## src/rtl/sonar_ping_ctrl.sv

```systemverilog
// Sonar ping sequencer: clear, tx burst, blanking, then echo/timeout capture on the listen window.
// Optional auto-repeat input auto_i is enabled by defining SONAR_PING_AUTO_EN.
module sonar_ping_ctrl #(
    parameter int unsigned CNT_W = 16
) (
    input  logic             wb_clk_i,
    input  logic             wb_rst_i,
    input  logic             start_i,
    input  logic             abort_i,
    input  logic [7:0]       half_period_i,
    input  logic [7:0]       n_pulses_i,
    input  logic [CNT_W-1:0] blank_i,
    input  logic [CNT_W-1:0] listen_i,
    input  logic             ce_pcm,
    input  logic             cmp,
    input  logic             irq_clr_i,
`ifdef SONAR_PING_AUTO_EN
    input  logic             auto_i,
`endif
    output logic             tx_o,
    output logic             mclear,
    output logic             busy_o,
    output logic             echo_valid_o,
    output logic             timeout_o,
    output logic [CNT_W-1:0] echo_time_o,
    output logic             irq_o
);

    localparam logic [2:0] StIdle   = 3'd0;
    localparam logic [2:0] StClear  = 3'd1;
    localparam logic [2:0] StBurst  = 3'd2;
    localparam logic [2:0] StBlank  = 3'd3;
    localparam logic [2:0] StListen = 3'd4;

    localparam logic [CNT_W-1:0] CntMax = {CNT_W{1'b1}};
    localparam logic [CNT_W-1:0] CntOne = {{(CNT_W-1){1'b0}}, 1'b1};

    logic [2:0]       state_q, state_d;
    logic [7:0]       hp_q, hp_d;
    logic [7:0]       phase_q, phase_d;
    logic [8:0]       halves_q, halves_d;
    logic [CNT_W-1:0] blank_q, blank_d;
    logic [CNT_W-1:0] lcnt_q, lcnt_d;

    logic             tx_d, mclear_d, busy_d, echo_valid_d, timeout_d, irq_d, irq_set;
    logic [CNT_W-1:0] echo_time_d;
    logic [7:0]       hp_eff;
    logic             repeat_en;
    logic [2:0]       done_state;

`ifdef SONAR_PING_AUTO_EN
    assign repeat_en = auto_i;
`else
    assign repeat_en = 1'b0;
`endif

    assign hp_eff     = (half_period_i == 8'd0) ? 8'd1 : half_period_i;
    assign done_state = repeat_en ? StClear : StIdle;

    always_comb begin
        state_d      = state_q;
        hp_d         = hp_q;
        phase_d      = phase_q;
        halves_d     = halves_q;
        blank_d      = blank_q;
        lcnt_d       = lcnt_q;
        tx_d         = 1'b0;
        echo_valid_d = 1'b0;
        timeout_d    = 1'b0;
        echo_time_d  = echo_time_o;
        irq_set      = 1'b0;

        if (abort_i && (state_q != StIdle)) begin
            state_d = StIdle;
        end else begin
            case (state_q)
                StIdle: begin
                    if (start_i) state_d = StClear;
                end
                StClear: begin
                    hp_d     = hp_eff;
                    phase_d  = hp_eff - 8'd1;
                    halves_d = {n_pulses_i, 1'b0} - 9'd1;
                    if (n_pulses_i != 8'd0) begin
                        state_d = StBurst;
                        tx_d    = 1'b1;
                    end else if (blank_i == '0) begin
                        state_d = StListen;
                        lcnt_d  = '0;
                    end else begin
                        state_d = StBlank;
                        blank_d = blank_i - CntOne;
                    end
                end
                StBurst: begin
                    if (phase_q != 8'd0) begin
                        phase_d = phase_q - 8'd1;
                        tx_d    = tx_o;
                    end else if (halves_q != 9'd0) begin
                        halves_d = halves_q - 9'd1;
                        phase_d  = hp_q - 8'd1;
                        tx_d     = ~tx_o;
                    end else if (blank_i == '0) begin
                        state_d = StListen;
                        lcnt_d  = '0;
                    end else begin
                        state_d = StBlank;
                        blank_d = blank_i - CntOne;
                    end
                end
                StBlank: begin
                    if (blank_q == '0) begin
                        state_d = StListen;
                        lcnt_d  = '0;
                    end else begin
                        blank_d = blank_q - CntOne;
                    end
                end
                StListen: begin
                    // cmp beats timeout and captures the pre-increment count
                    if (cmp) begin
                        state_d      = done_state;
                        echo_time_d  = lcnt_q;
                        echo_valid_d = 1'b1;
                        irq_set      = 1'b1;
                    end else if (lcnt_q == listen_i) begin
                        state_d     = done_state;
                        echo_time_d = CntMax;
                        timeout_d   = 1'b1;
                        irq_set     = 1'b1;
                    end else if (ce_pcm && (lcnt_q != CntMax)) begin
                        lcnt_d = lcnt_q + CntOne;
                    end
                end
                default: state_d = StIdle;
            endcase
        end

        mclear_d = (state_d == StClear) || (state_d == StBlank);
        busy_d   = (state_d != StIdle);
        irq_d    = irq_set | (irq_o & ~irq_clr_i);
    end

    always_ff @(posedge wb_clk_i or posedge wb_rst_i) begin
        if (wb_rst_i) begin
            state_q      <= StIdle;
            hp_q         <= '0;
            phase_q      <= '0;
            halves_q     <= '0;
            blank_q      <= '0;
            lcnt_q       <= '0;
            tx_o         <= 1'b0;
            mclear       <= 1'b0;
            busy_o       <= 1'b0;
            echo_valid_o <= 1'b0;
            timeout_o    <= 1'b0;
            echo_time_o  <= '0;
            irq_o        <= 1'b0;
        end else begin
            state_q      <= state_d;
            hp_q         <= hp_d;
            phase_q      <= phase_d;
            halves_q     <= halves_d;
            blank_q      <= blank_d;
            lcnt_q       <= lcnt_d;
            tx_o         <= tx_d;
            mclear       <= mclear_d;
            busy_o       <= busy_d;
            echo_valid_o <= echo_valid_d;
            timeout_o    <= timeout_d;
            echo_time_o  <= echo_time_d;
            irq_o        <= irq_d;
        end
    end

endmodule

```

## config.mk

```make
export PLATFORM = sky130hd
export DESIGN_NAME = sonar_ping_ctrl
export DESIGN_NICKNAME = d
export VERILOG_FILES = /design/src/rtl/sonar_ping_ctrl.sv
export SDC_FILE = /design/constraint.sdc
export NUM_CORES = 1
export LEC_CHECK = 0
export CORE_UTILIZATION = 45
export DETAILED_ROUTE_END_ITERATION = 8
export GPL_TIMING_DRIVEN = 0
export PLACE_DENSITY = 0.68
export SYNTH_ARGS = -nofsm -noshare
export SYNTH_HDL_FRONTEND = slang
export SYNTH_SLANG_ARGS = --single-unit
```

## constraint.sdc

```tcl
create_clock -name wb_clk_i -period 4.55 [get_ports wb_clk_i]
set_clock_uncertainty 0.15 [all_clocks]
set_input_delay 0.455 -clock wb_clk_i [delete_from_list [all_inputs] [get_ports wb_clk_i]]
set_output_delay 0.455 -clock wb_clk_i [all_outputs]
set_load 0.02 [all_outputs]
```

* Word level (Yosys, flattened, before mapping) *
Cells that the tools add are included.

word-level totals
  flip-flop bits (word level) = 82
  bits of input ports = 55
  output and inout port bits = 22
  word-level logic and storage cells = 116

cells by class
  add/subtract/negate cells = 8
  equal/unequal tests = 19
  multiplexer cells = 49
  bitwise gates (word level) = 5
  reductions and logical operators = 22

operators by type and width
  operator                                                                number
  16-bit 2-to-1 mux                                                       15
  16-bit one-hot mux with 4 select lines                                  1
  16-bit one-hot mux with 3 select lines                                  1
  16-bit logical NOT                                                      2
  16-bit by 1-bit subtractor with 16-bit output (second input constant)   2
  3-bit 2-to-1 mux                                                        9
  8-bit 2-to-1 mux                                                        3
  8-bit by 1-bit subtractor with 8-bit output (second input constant)     3
  9-bit 2-to-1 mux                                                        2
  2-bit inequality test (second input constant)                           9
  9-bit one-hot mux with 2 select lines                                   1
  9-bit by 1-bit subtractor with 9-bit output (second input constant)     2
  16-bit by 1-bit adder with 16-bit output (second input constant)        1
  16-bit equality test                                                    1
  16-bit inequality test (second input constant)                          1
  8-bit one-hot mux with 2 select lines                                   1
  8-bit nonzero test                                                      2
  3-bit one-hot mux with 5 select lines                                   1
  1-bit 2-to-1 mux                                                        14
  3-bit by 2-bit equality test with 1-bit output (second input constant)  3
  9-bit AND reduction                                                     1
  3-bit nonzero test                                                      3
  9-bit nonzero test                                                      1
  8-bit logical NOT                                                       1
  other kinds (16)                                                        23

* Depth between registers and ports, before layout *
  depth in word-level cells = 8
  gate-level depth with buffers = 12
  mapped depth without buffers = 9

* Worst setup path after synthesis *
No wires, ideal clock.

  kind = register to register
  start = register state_q[0]
  end = register blank_q[14]
  setup time = 0.124 ns
  arrival time = 3.468 ns
  data required time = 4.276 ns
  setup slack = 0.808 ns
  cell stages (with the launch flop) = 13
  path buffers = 5
  clock period less this slack = 3.742 ns
  cell sequence = dfrtp_1 > buf_2 > nand3b_1 > buf_2 > clkbuf_1 > clkbuf_1 > mux2i_1 > ha_1 > clkbuf_1 > o211ai_1 > a2111oi_2 > mux2_2 > a211o_1

on the way
  word-level cells in the longest chain between the ends = 4
  elaborated cells between the ends (all ways) = 13
  classes of those cells = 7 x eq/ne; 1 x mux; 1 x bitwise; 4 x reduce/logical

ends and longest elaborated chain
  what                                                                         RTL line  text
  start, declared                                                              38        logic [2:0] state_q, state_d;
  start signal, assigned                                                       146       state_q <= StIdle;
  start signal, assigned                                                       160       state_q <= state_d;
  parallel branches: the longest is 4 deep, another holds 6-bit AND reduction  -
  end signal, assigned                                                         164       blank_q <= blank_d;
  end, declared                                                                42        logic [CNT_W-1:0] blank_q, blank_d;

Several ways; the timed one is not identified.
A chain may end at the register's enable or synchronous reset.

* Worst setup path after layout *
Ends and elaborated chain as after synthesis.

==> flow_summary.ini <==
[sta]
drv_slew = 0
setup_violations = 0
layout_min_cycle_time_ps = 4112
tightest_slew_ps = 816.7
relSlewSlack_pct = 45.30
rsz0062_at_grt = no
min_period_over_period_pct = 90.38
fin_ws_ps = 437.6
clock.fmax_mhz = 243.2
tns_ps = 0
finalHoldViolations = 0
whs_ps = 289.8

[clocking]
ctsLongestPathBuffers = 2
cts_setup_buffers = 0
clkSinkCount = 82
numCtsBuffers = 9
clockRootBuffer = clkbuf_16
h-tree-depth = 3
insertion_delay_ps = 350
hold_buffers = 0
cts_tree = yes
clkTransAtPathRegs_ps = 60

[power]
finalPower_mw = 3.728
combPwrFrac_pct = 48.2
swShare_pct = 42.60
p_leak_nw = 2.613
clkPwrFrac_pct = 18.4
p_per_area_nw_per_um2 = 575.8
pwr-share-seq_pct = 33.5
ir_drop_mv = 0.2751
p_int_mw = 2.140
p_switching_mw = 1.588

[synth]
yosysSeqAreaShare_pct = 39.19
synth_edf_count = 0
syn_area_um2 = 5236
synth.distinct_cells = 63
ys_ff_latch = 82
synth_ff_type = dfrtp_1
syn_nets = 646
async_flop_share_pct = 100.0
avgSynthCellArea_um2 = 8.966
syn_inst = 584
yosysWarnings = 0

[setup_path]
path_class = reg -> reg
r2r-start = state_q[0]$_DFF_PP0_
worstSetupEndpointType = flip-flop
crit_slowest_cell = a2111oi_2
crit_fanout = 19
r2r_end = blank_q[14]$_DFFE_PP0P_
rrSetupSlack_ps = 440
startpoint_type = flip-flop
worst_ep_required_time_ps = 4630
cp_data_arrival_time_ps = 4190
cp_cell_sequence = buf_2 -> nand3b_1 -> buf_2 -> clkbuf_2 -> mux2i_1 -> ha_1 -> clkbuf_1 -> o211ai_1 -> a2111oi_2 -> mux2_2 -> a211o_1
critPathBufInv = 4
worst_r2r_path_depth = 11
max_stage_delay_ps = 530
path_delay_family = buffers and inverters
cpMostUsedCell = buf_2

[place]
place_hpwl_um = 10450
placed_cells = 804
gp_congestion = 0.8798
numPortBuffers = 76
placed_cell_area_um2 = 6206
dp_worst_setup_slack_ps = 10.53

[die]
die_h_um = 109.9
core_area_um2 = 11370
die_w_um = 109.9
core.rowCount = 39
start_util_pct = 46.05
io_pins = 77
dieArea_um2 = 12070

[drt]
drtIter0Drc = 375
wl_per_cell_um = 17.15
ant_nets = 0
drtPass1Iterations = 5
drt_wl_total_um = 14040
viasPerCell = 6.103
vias = 4998
post-route-drc-count = 0

[cells_and_area]
fin_cells = 819
drive_gt1_share_pct = 8.580
antenna_cells = 0
fin_nets = 733
mostFrequentLayoutCells = dfrtp_1, clkdlybuf4s50_1, o21ai_0
seqCellArea_um2 = 2052
final_cell_area_um2 = 6475
nFillCells = 1054
layout_commonest_cell = dfrtp_1
multi_input_area_um2 = 2984
area_growth_pct = 23.66
final_util_pct = 56.95

[job]
maxCapViolCount = 0

[worst_hold_path]
hold_path_class = in -> async

[grt]
grt_pass1_wl_um = 23200
overflow = 0
antenna_found_initial = 0
grt.total_usage_pct = 24.69
grt_pass1_vias = 4754
grt_max_degree = 57

[outcome]
status = finished, final reports clean
==> routing by layer <==
layer  vias up  global-route usage [%]  routed length (um)
met4         0                   10.19                 267
met5         -                       0                   0
met3        22                   3.438                 713
met2       156                   39.60                6614
met1      2422                   33.45                6446
li1       2398                       -                   -
==> synthesized netlist by cell type, types with 13 or more instances <==
cell type  instances  area share [%]
nor2_1            45             3.2
nor3_1            17             1.6
a31oi_1           17             2.0
inv_1             14             1.0
o21ai_0           46             4.4
dfrtp_1           82              39
clkbuf_1          21             1.5
nor4_1            19             2.3
o22a_1            16             2.7
mux2_2            16             3.4
mux2i_1           19             3.6
a21oi_1           36             3.4
nand3_1           13             1.2
xor2_1            19             3.2
buf_2             13             1.2
nand2_1           44             3.2
==> flip-flops by register name, summed over array words and instances, names as in the netlist, 3 cells and up <==
signal and count:
echo_time_o 16, phase_q 8, lcnt_q 16, hp_q 8, state_q 3, halves_q 9, blank_q 16
==> what timing repair did <==
item	CTS	global route
gates resized for setup	0	2
endpoints found under the setup margin	0	1
endpoints found under the hold margin	0	0
==> logic make-up after synthesis <==
group           count (synthesis)  share of synthesized area, %
compound gates                181                         23.08
xor+xnor                       26                         4.349
fa+ha+maj                       8                         1.864
buf+inv                        49                         3.823
flops                          82                         39.19
mux                            35                         7.073
simple gates                  203                         20.62
==> layout make-up <==
class / count / share of cell area (%)
timing repair buffer: 77 / 12.17
clock buffer: 11 / 3.594
inverter: 14 / 0.8502
buffer: 34 / 2.242
sequential: 82 / 31.69
tap: 143 / 2.763
multi-input combinational: 453 / 46.09
clock inverter: 5 / 0.5990
==> how the worst max path moves through the flow <==
stage,depth (start not counted),endpoint,start
2_1_floorplan,12,blank_q[14]$_DFFE_PP0P_,state_q[0]$_DFF_PP0_
3_3_place_gp,12,blank_q[14]$_DFFE_PP0P_,state_q[1]$_DFF_PP0_
3_5_place_dp,12,blank_q[14]$_DFFE_PP0P_,state_q[0]$_DFF_PP0_
4_1_cts,12,blank_q[14]$_DFFE_PP0P_,state_q[0]$_DFF_PP0_
5_1_grt,11,blank_q[14]$_DFFE_PP0P_,state_q[1]$_DFF_PP0_
6_report,11,blank_q[14]$_DFFE_PP0P_,state_q[0]$_DFF_PP0_
==> power by group through the flow <==
stage / sequential (mW) / combinational [mW] / clock [mW]
2_1_floorplan: 1.29 / 1.14 / 0
6_report: 1.25 / 1.80 / 0.685
3_5_place_dp: 1.25 / 1.79 / 0
5_1_grt: 1.29 / 1.98 / 0.724
4_1_cts: 1.24 / 1.79 / 0.694
3_3_place_gp: 1.24 / 1.74 / 0
No activity file was read; power rests on OpenSTA's default activity.
